==> config.mk <==
export PLATFORM = sky130hd
export DESIGN_NAME = alarm_clock_ctrl
export DESIGN_NICKNAME = d
export VERILOG_FILES = /design/src/rtl/alarm_clock_ctrl.sv
export SDC_FILE = /design/constraint.sdc
export NUM_CORES = 1
export LEC_CHECK = 0
export CORE_ASPECT_RATIO = 1.75
export CORE_MARGIN = 3
export CORE_UTILIZATION = 50
export CTS_BUF_LIST = sky130_fd_sc_hd__clkbuf_4 sky130_fd_sc_hd__clkbuf_8 sky130_fd_sc_hd__clkbuf_16
export DETAILED_ROUTE_END_ITERATION = 6
export GPL_ROUTABILITY_DRIVEN = 0
export PLACE_DENSITY = 0.77
export SLEW_MARGIN = 20
export SYNTH_ARGS = -nofsm -noshare
export SYNTH_HDL_FRONTEND = slang
export SYNTH_SLANG_ARGS = --single-unit
==> constraint.sdc <==
create_clock -name clk -period 2.3 [get_ports clk]
set_clock_uncertainty 0.15 [all_clocks]
set_input_delay 0.23 -clock clk [delete_from_list [all_inputs] [get_ports clk]]
set_output_delay 0.23 -clock clk [all_outputs]
set_load 0.05 [all_outputs]
==> src/rtl/alarm_clock_ctrl.sv <==
// -----------------------------------------------------------------------------
// alarm_clock_ctrl
//
// Control FSM for the alarm-clock display path. Decodes debounced key levels
// into set modes, drives the display-mux select, emits one-cycle increment
// strobes to the time and alarm hour/minute counters (with hold-to-repeat),
// compares time against alarm and runs the buzzer.
//
// Optional feature: define SNOOZE_EN to add a SNOOZE ring state. Without it a
// key press while ringing cancels the alarm outright.
//
// Parameters
//   REPEAT_DLY  tick_fast strobes a hrs/mins key must be held before auto-repeat
//   RING_SEC    tick_1hz strobes the buzzer rings before it cancels itself
//   SNOOZE_SEC  tick_1hz strobes of snooze before re-ringing (SNOOZE_EN only)
//
// Ports
//   clk, rst_n                 clock, asynchronous active-low reset
//   tick_1hz, tick_fast        one-cycle timebase strobes (1 Hz, 8 Hz)
//   key_time, key_alarm        debounced mode keys (levels)
//   key_hrs, key_mins          debounced increment keys (levels)
//   alarm_en                   alarm enable switch (level)
//   hours/mins/ampm_time       current time
//   hours/mins/ampm_alarm      alarm setting
//   alarm                      display select, 1 = alarm shown
//   time_run                   time counting enable, low while setting time
//   inc_hrs_t, inc_mins_t      increment strobes to the time counters
//   inc_hrs_a, inc_mins_a      increment strobes to the alarm counters
//   buzzer                     buzzer drive
//
// All outputs are registered and change one clock after their cause.
// -----------------------------------------------------------------------------
module alarm_clock_ctrl #(
  parameter int unsigned REPEAT_DLY = 4,
  parameter int unsigned RING_SEC   = 60,
  parameter int unsigned SNOOZE_SEC = 300
) (
  input  logic       clk,
  input  logic       rst_n,
  input  logic       tick_1hz,
  input  logic       tick_fast,
  input  logic       key_time,
  input  logic       key_alarm,
  input  logic       key_hrs,
  input  logic       key_mins,
  input  logic       alarm_en,
  input  logic [3:0] hours_time,
  input  logic [5:0] mins_time,
  input  logic       ampm_time,
  input  logic [3:0] hours_alarm,
  input  logic [5:0] mins_alarm,
  input  logic       ampm_alarm,
  output logic       alarm,
  output logic       time_run,
  output logic       inc_hrs_t,
  output logic       inc_mins_t,
  output logic       inc_hrs_a,
  output logic       inc_mins_a,
  output logic       buzzer
);

  typedef enum logic [1:0] {
    MODE_RUN,
    MODE_SET_TIME,
    MODE_SET_ALARM
  } mode_e;

  typedef enum logic [1:0] {
    RING_QUIET,
    RING_ON,
    RING_SNOOZE
  } ring_e;

  localparam int unsigned HOLD_W  = $clog2(REPEAT_DLY + 1);
  localparam int unsigned SEC_MAX = (RING_SEC > SNOOZE_SEC) ? RING_SEC : SNOOZE_SEC;
  localparam int unsigned SEC_W   = $clog2(SEC_MAX + 1);

  localparam logic [HOLD_W-1:0] HOLD_SAT  = HOLD_W'(REPEAT_DLY);
  localparam logic [SEC_W-1:0]  RING_LAST = SEC_W'(RING_SEC - 1);
`ifdef SNOOZE_EN
  localparam logic [SEC_W-1:0]  SNOOZE_LAST = SEC_W'(SNOOZE_SEC - 1);
`endif

  // ---------------------------------------------------------------------------
  // State
  // ---------------------------------------------------------------------------
  mode_e             mode_q, mode_nxt;
  ring_e             ring_q, ring_nxt;
  logic [SEC_W-1:0]  sec_q, sec_nxt;
  logic [HOLD_W-1:0] hold_hrs_q, hold_hrs_nxt;
  logic [HOLD_W-1:0] hold_mins_q, hold_mins_nxt;
  logic [3:0]        key_q;
  logic              edge_arm_q;
  logic              match_q;

  // ---------------------------------------------------------------------------
  // Key edges
  // ---------------------------------------------------------------------------
  // key_q clears to 0 on reset, so a key held through reset release would look
  // like a fresh press on the first clock. edge_arm_q masks that one clock,
  // during which key_q picks up the held level.
  logic [3:0] key_now;
  logic [3:0] rise_raw;
  logic       ringing;
  logic       any_rise;
  logic       rise_time, rise_alarm, rise_hrs, rise_mins;

  assign key_now  = {key_time, key_alarm, key_hrs, key_mins};
  assign rise_raw = key_now & ~key_q & {4{edge_arm_q}};
  assign any_rise = |rise_raw;
  assign ringing  = (ring_q != RING_QUIET);

  // While the buzzer is active any key press only silences it.
  assign {rise_time, rise_alarm, rise_hrs, rise_mins} = ringing ? 4'b0000 : rise_raw;

  // ---------------------------------------------------------------------------
  // Alarm match
  // ---------------------------------------------------------------------------
  logic match;
  logic trigger;

  assign match = alarm_en && (hours_time == hours_alarm) &&
                 (mins_time == mins_alarm) && (ampm_time == ampm_alarm);
  // Only a fresh match seen in RUN starts the buzzer; a match that appeared
  // while setting stays high in match_q and never produces an edge later.
  assign trigger = match && !match_q && (mode_q == MODE_RUN);

  // ---------------------------------------------------------------------------
  // Mode FSM
  // ---------------------------------------------------------------------------
  logic setting;

  // NOTE: every combinational output gets a default before any branch; a path
  // that leaves a variable unassigned would otherwise infer a latch.
  always_comb begin
    mode_nxt = mode_q;
    unique case (mode_q)
      MODE_RUN: begin
        if (rise_alarm)     mode_nxt = MODE_SET_ALARM;
        else if (rise_time) mode_nxt = MODE_SET_TIME;
      end
      MODE_SET_TIME:  if (!key_time)  mode_nxt = MODE_RUN;
      MODE_SET_ALARM: if (!key_alarm) mode_nxt = MODE_RUN;
      default:        mode_nxt = MODE_RUN;
    endcase
  end

  // Strobes are allowed only while a set mode is held; the exit cycle is quiet.
  assign setting = (mode_q != MODE_RUN) && (mode_nxt == mode_q);

  // ---------------------------------------------------------------------------
  // Increment strobes with hold-to-repeat
  // ---------------------------------------------------------------------------
  // Returns {strobe, next hold count}. The count saturates at REPEAT_DLY; every
  // tick_fast that lands on the saturated value repeats the strobe.
  function automatic logic [HOLD_W:0] hold_step(input logic              active,
                                                input logic              key,
                                                input logic              rise,
                                                input logic              tick,
                                                input logic [HOLD_W-1:0] cnt);
    logic [HOLD_W-1:0] nxt;
    logic              strobe;
    nxt    = '0;
    strobe = 1'b0;
    if (active && key) begin
      nxt = cnt;
      if (tick && (cnt != HOLD_SAT)) nxt = cnt + HOLD_W'(1);
      strobe = rise || (tick && (nxt == HOLD_SAT));
    end
    return {strobe, nxt};
  endfunction

  logic strobe_hrs, strobe_mins;

  always_comb begin
    {strobe_hrs, hold_hrs_nxt}   = hold_step(setting, key_hrs, rise_hrs, tick_fast, hold_hrs_q);
    {strobe_mins, hold_mins_nxt} = hold_step(setting, key_mins, rise_mins, tick_fast, hold_mins_q);
  end

  // ---------------------------------------------------------------------------
  // Ring FSM
  // ---------------------------------------------------------------------------
  always_comb begin
    ring_nxt = ring_q;
    sec_nxt  = sec_q;
    if (ringing && !alarm_en) begin
      ring_nxt = RING_QUIET;
      sec_nxt  = '0;
    end else begin
      unique case (ring_q)
        RING_QUIET: begin
          if (trigger) begin
            ring_nxt = RING_ON;
            sec_nxt  = '0;
          end
        end
        RING_ON: begin
          if (any_rise) begin
`ifdef SNOOZE_EN
            ring_nxt = RING_SNOOZE;
`else
            ring_nxt = RING_QUIET;
`endif
            sec_nxt  = '0;
          end else if (tick_1hz) begin
            if (sec_q == RING_LAST) begin
              ring_nxt = RING_QUIET;
              sec_nxt  = '0;
            end else begin
              sec_nxt = sec_q + SEC_W'(1);
            end
          end
        end
`ifdef SNOOZE_EN
        RING_SNOOZE: begin
          if (any_rise) begin
            ring_nxt = RING_QUIET;
            sec_nxt  = '0;
          end else if (tick_1hz) begin
            if (sec_q == SNOOZE_LAST) begin
              ring_nxt = RING_ON;
              sec_nxt  = '0;
            end else begin
              sec_nxt = sec_q + SEC_W'(1);
            end
          end
        end
`endif
        default: begin
          ring_nxt = RING_QUIET;
          sec_nxt  = '0;
        end
      endcase
    end
  end

  // ---------------------------------------------------------------------------
  // Registers
  // ---------------------------------------------------------------------------
  // NOTE: clocked state uses non-blocking assignments so every register samples
  // the pre-edge values, independent of statement order.
  always_ff @(posedge clk or negedge rst_n) begin
    if (!rst_n) begin
      mode_q      <= MODE_RUN;
      ring_q      <= RING_QUIET;
      sec_q       <= '0;
      hold_hrs_q  <= '0;
      hold_mins_q <= '0;
      key_q       <= '0;
      edge_arm_q  <= 1'b0;
      match_q     <= 1'b0;
      alarm       <= 1'b0;
      time_run    <= 1'b1;
      inc_hrs_t   <= 1'b0;
      inc_mins_t  <= 1'b0;
      inc_hrs_a   <= 1'b0;
      inc_mins_a  <= 1'b0;
      buzzer      <= 1'b0;
    end else begin
      mode_q      <= mode_nxt;
      ring_q      <= ring_nxt;
      sec_q       <= sec_nxt;
      hold_hrs_q  <= hold_hrs_nxt;
      hold_mins_q <= hold_mins_nxt;
      key_q       <= key_now;
      edge_arm_q  <= 1'b1;
      match_q     <= match;
      alarm       <= (mode_nxt == MODE_SET_ALARM);
      time_run    <= (mode_nxt != MODE_SET_TIME);
      inc_hrs_t   <= strobe_hrs  && (mode_q == MODE_SET_TIME);
      inc_mins_t  <= strobe_mins && (mode_q == MODE_SET_TIME);
      inc_hrs_a   <= strobe_hrs  && (mode_q == MODE_SET_ALARM);
      inc_mins_a  <= strobe_mins && (mode_q == MODE_SET_ALARM);
      buzzer      <= (ring_nxt == RING_ON);
    end
  end

endmodule

# After elaboration in Yosys (flattened, before gate mapping)
# Cells that the tools add are included.
# Widths: inputs -> output; s select.
[totals]
reg_bits = 32
latch_bits = 0
ramBits = 0
romBits = 0
in_bits = 31
out_inout_bits = 7
word_cells = 91
memories = 0
[classes]
n_addsub = 3
mul = 0
div = 0
magnitude_cmp = 0
eq_ne = 17
shifts = 0
muxes = 26
bitwise = 3
reduce_logical = 27
[ops]
columns = ["cell", "n"]
rows = [
  ["$mux 9", 5],
  ["$mux 2", 9],
  ["$mux 3", 6],
  ["$pmux 9 s2", 1],
  ["$logic_and 1x1->1", 17],
  ["$add 9x1->9 const B", 1],
  ["$eq 9x6->1 const B", 1],
  ["$ne 3x3->1 const B", 3],
  ["$and 4x4->4", 2],
  ["$add 3x1->3 const B", 2],
  ["$eq 2x1->1 const B", 3],
  ["$eq 3x3->1 const B", 2],
  ["$eq 6x6->1", 1],
  ["$pmux 2 s3", 1],
  ["$eq 2x2->1 const B", 2],
  ["$eq 4x4->1", 1],
  ["$logic_not 2->1", 2],
  ["$mux 4", 1],
  ["$ne 4x4->1 const B", 1],
  ["$not 4->4", 1],
  ["$pmux 2 s2", 1],
  ["$reduce_bool 2->1", 2],
  ["$reduce_or 4->1", 1],
  ["$eq 2x2->1", 1],
  ["6 further kinds", 9],
]

# Longest topological paths before layout
[logic_depth]
ltp_word = 16
ltp_mapped = 7
depth_no_buf = 7

# Worst setup path before layout
# OpenSTA, ideal clock, no wires.
[synth_path]
kind = "register -> register"
from = "reg mode_q[1]"
to = "reg sec_q[1]"
t_arrival_ps = 1691
path_slack_ps = 379
stages_incl_launch_ff = 5
synth_period_minus_slack_ps = 1921
path_cell_list = "dfrtp_1 or3_1 or4_4 o22ai_4 mux2i_1"
[synth_via]
elab_chain_len = 4
[synth_rtl]
columns = ["element", "line_no", "source"]
rows = [
  ["from (decl)", "87", "mode_e mode_q, mode_nxt;"],
  ["from (signal assigned)", "260", "mode_q <= mode_nxt;"],
  ["$logic_not 2->1", "126", "assign trigger = match && !match_q && (mode_q == MODE_RUN);"],
  ["$logic_and 1x1->1", "126", ""],
  ["$ne 3x3->1 (no line)", "n/a", ""],
  ["$reduce_and 2->1 (no line)", "n/a", ""],
  ["to (signal assigned)", "262", "sec_q <= sec_nxt;"],
  ["to (decl)", "89", "logic [SEC_W-1:0] sec_q, sec_nxt;"],
]
# Every way passes these cells.
# A chain may end at the register's enable or synchronous reset.

# Final worst setup path
[layout_path]
from = "reg mode_q[0]"
to = "reg sec_q[1]"
# Same word-level chain as after synthesis.

==> impl_metrics.toml <==
[run_status]
status = "complete, no violations"

[synth]
async_flop_share_pct = 100
synth-edff-count = 0
synth_seq_cells = 32
synth_warnings = 0
synth_area_sq_um = 1710
avgSynthCellArea_sq_um = 9.66
ys_seq_area_share_pct = 46.9
yosysUniqueCellTypes = 38
syn_inst = 177
synth_top_flop_cell = "dfrtp_1"
syn_nets = 213

[detailed_routing]
routed_wl_microns = 4040
vias_per_cell = 5.45
drc = 0
ant_nets = 0
via_count = 1467
drt_iter0_markers = 24
dr.pass1.iters = 4
wire_per_inst_microns = 15.0

[floorplan]
initial_core_util_pct = 53.3
rows = 27
die_w_microns = 50.2
die_h_microns = 83.3
coreArea_sq_um = 3210
die_area_sq_um = 4180
ios = 38

[setup_path]
cp-startpoint = "mode_q[0]$_DFF_PN0_"
worstPathMaxFanout = 9
start_kind = "register"
timing.rr.start = "mode_q[0]$_DFF_PN0_"
timing_worst_setup_path_type = "register to register"
worst-r2r-setup-slack_ns = 0.23
rr_worst_depth = 4
critPathCaptureType = "register"
cp.required_ns = 2.37
regToRegEndpoint = "sec_q[1]$_DFFE_PN0P_"
setup.worst_path.end = "sec_q[1]$_DFFE_PN0P_"
cp_data_arrival_time_ns = 2.14

[pwr]
leakage_nw = 0.943
p_per_area_nw_per_um2 = 560
max-vdd-ir-drop_v = 0.000540

[clock_tree]
cts_tree = "yes"
clkTransAtPathRegs_ns = 0.07
cts_max_path_buffers = 2
cts_inserted_buffers = 5
clockRootBuffer = "clkbuf_8"
cts_sinks = 32
htreeDepth = 2
cts_setup_buffers = 0
postCtsHoldBufs = 0
clk-insertion-delay-late_ns = 0.29

[placed_design]
dpl_worst_slack_ns = -0.0189
port_buffers = 37
post-place-cells = 261
place_area_sq_um = 2160
dp_hpwl_microns = 3120

[global_route]
antenna_found_initial = 0
grt_use_total_pct = 21.5
grt_max_degree = 33
grt_pass1_wl_microns = 6820
grt_overflow_total = 0
grt_pass1_vias = 1585

[sta]
finalHoldWorstSlack_ns = 0.182
tns_ns = 0
setup_slack_ns = 0.228
drv_slew = 0
rsz0062_at_grt = "no"
post-route-min-period_ns = 2.07
tightest_slew_ns = 0.505
finalHoldViolCount = 0
fmax_mhz = 483
relSlewSlack_pct = 66.2
timing.final.crit_share_pct = 90.1
setup_viol = 0

[layout]
fin_nets = 261
final_cell_mix = "clkdlybuf4s50_1, dfrtp_1, nor2_1"
final_cells = 269
layout_commonest_cell = "clkdlybuf4s50_1"
diodes = 0
nFillCells = 241
finish.instance_area_sq_um = 2270
area_growth_pct = 33.0
drive_above_1_share_pct = 8.41

[hold_path]
hold_class = "input port to async pin"

[run]
cap_violations = 0
==> cell usage after synthesis, types with 2 or more instances <==
cell type,number,share of area (%)
inv_1,14,3.1
xnor2_1,13,6.7
nand3_1,6,1.8
nand4_1,5,1.8
nand2b_1,2,0.73
nor3_1,4,1.2
or3_1,3,1.1
o21bai_1,2,0.88
mux2i_1,2,1.2
a21boi_0,2,0.88
and3_1,3,1.1
nor2_1,24,5.3
nor3b_1,2,0.88
o21ai_0,10,2.9
conb_1,2,0.44
a21oi_1,4,1.2
o211ai_1,4,1.8
nand3b_1,5,2.2
nor4_1,2,0.73
nand2_1,10,2.2
a211oi_1,2,0.88
nor2b_1,5,1.8
dfrtp_1,31,45
o31ai_1,2,0.88
ha_1,5,3.7
==> per-layer routing <==
metal	up-vias	global-route usage (%)	part of all wire, %
met4	0	12.1	3.4
met1	710	19.2	34
li1	704	-	-
met3	15	5.75	3.9
met5	-	0	0
met2	38	40.6	59
==> area by class of cell <==
| cell class | instances | area, sq um | share of cell area, % |
|---|---|---|---|
| Sequential cell | 32 | 802 | 35.3 |
| Multi-Input combinational cell | 129 | 838 | 36.9 |
| Clock buffer | 6 | 76.3 | 3.36 |
| Timing Repair Buffer | 43 | 415 | 18.3 |
| Inverter | 14 | 52.6 | 2.31 |
| Clock inverter | 2 | 35.0 | 1.54 |
| Tap cell | 43 | 53.8 | 2.37 |
==> worst max-delay path: stages (launching register included) <==
cell and delay (ns):
dfrtp_1 0.44, or3_1 0.38, or4_4 0.53, o22ai_4 0.29
mux2i_1 0.22
==> flip-flops by register name, summed over array words and instances, names as in the netlist, 2 cells and up <==
register,count
hold_hrs_q,3
sec_q,9
hold_mins_q,3
key_q,4
mode_q,2
ring_q,2
==> logic make-up after synthesis <==
family	Yosys count	share of synthesized area (%)
buf+inv	16	4.03
fa+ha+maj	5	3.66
other cells	2	0.439
simple gates	77	24.9
xor+xnor	13	6.66
compound gates	30	12.2
mux	2	1.17
flops	32	46.9
==> how the worst min path moves through the flow <==
stage	start	to	slack, ns	cells after the start
floorplan	rst_n	alarm$_DFF_PN0_	-0.22	0
global placement	ring_q[1]$_DFF_PN0_	buzzer$_DFF_PN0_	0.34	1
detailed placement	ring_q[1]$_DFF_PN0_	buzzer$_DFF_PN0_	0.35	1
CTS	rst_n	sec_q[1]$_DFFE_PN0P_	0.19	2
global route	rst_n	edge_arm_q$_DFF_PN0_	0.22	2
finish	rst_n	hold_hrs_q[2]$_DFF_PN0_	0.18	2
==> power by group <==
group          internal [W]  switching (W)
clock network      0.000333       0.000212
logic             0.0000834      0.0000658
registers          0.000573     0.00000728
==> stage by stage <==
step,util [%],power (W)
5_1_grt,70.8,0.00132
6_report,70.8,0.00127
3_5_place_dp,67.4,0.000740
3_3_place_gp,67.4,0.000734
4_1_cts,70.8,0.00129
2_1_floorplan,-,0.000650
==> timing repair <==
action / CTS / global route
endpoints found under the setup margin: 0 / 1
endpoints found under the hold margin: 0 / 0
gates resized for setup: 0 / 1
Note: power is estimated with default switching activity, not from simulation.
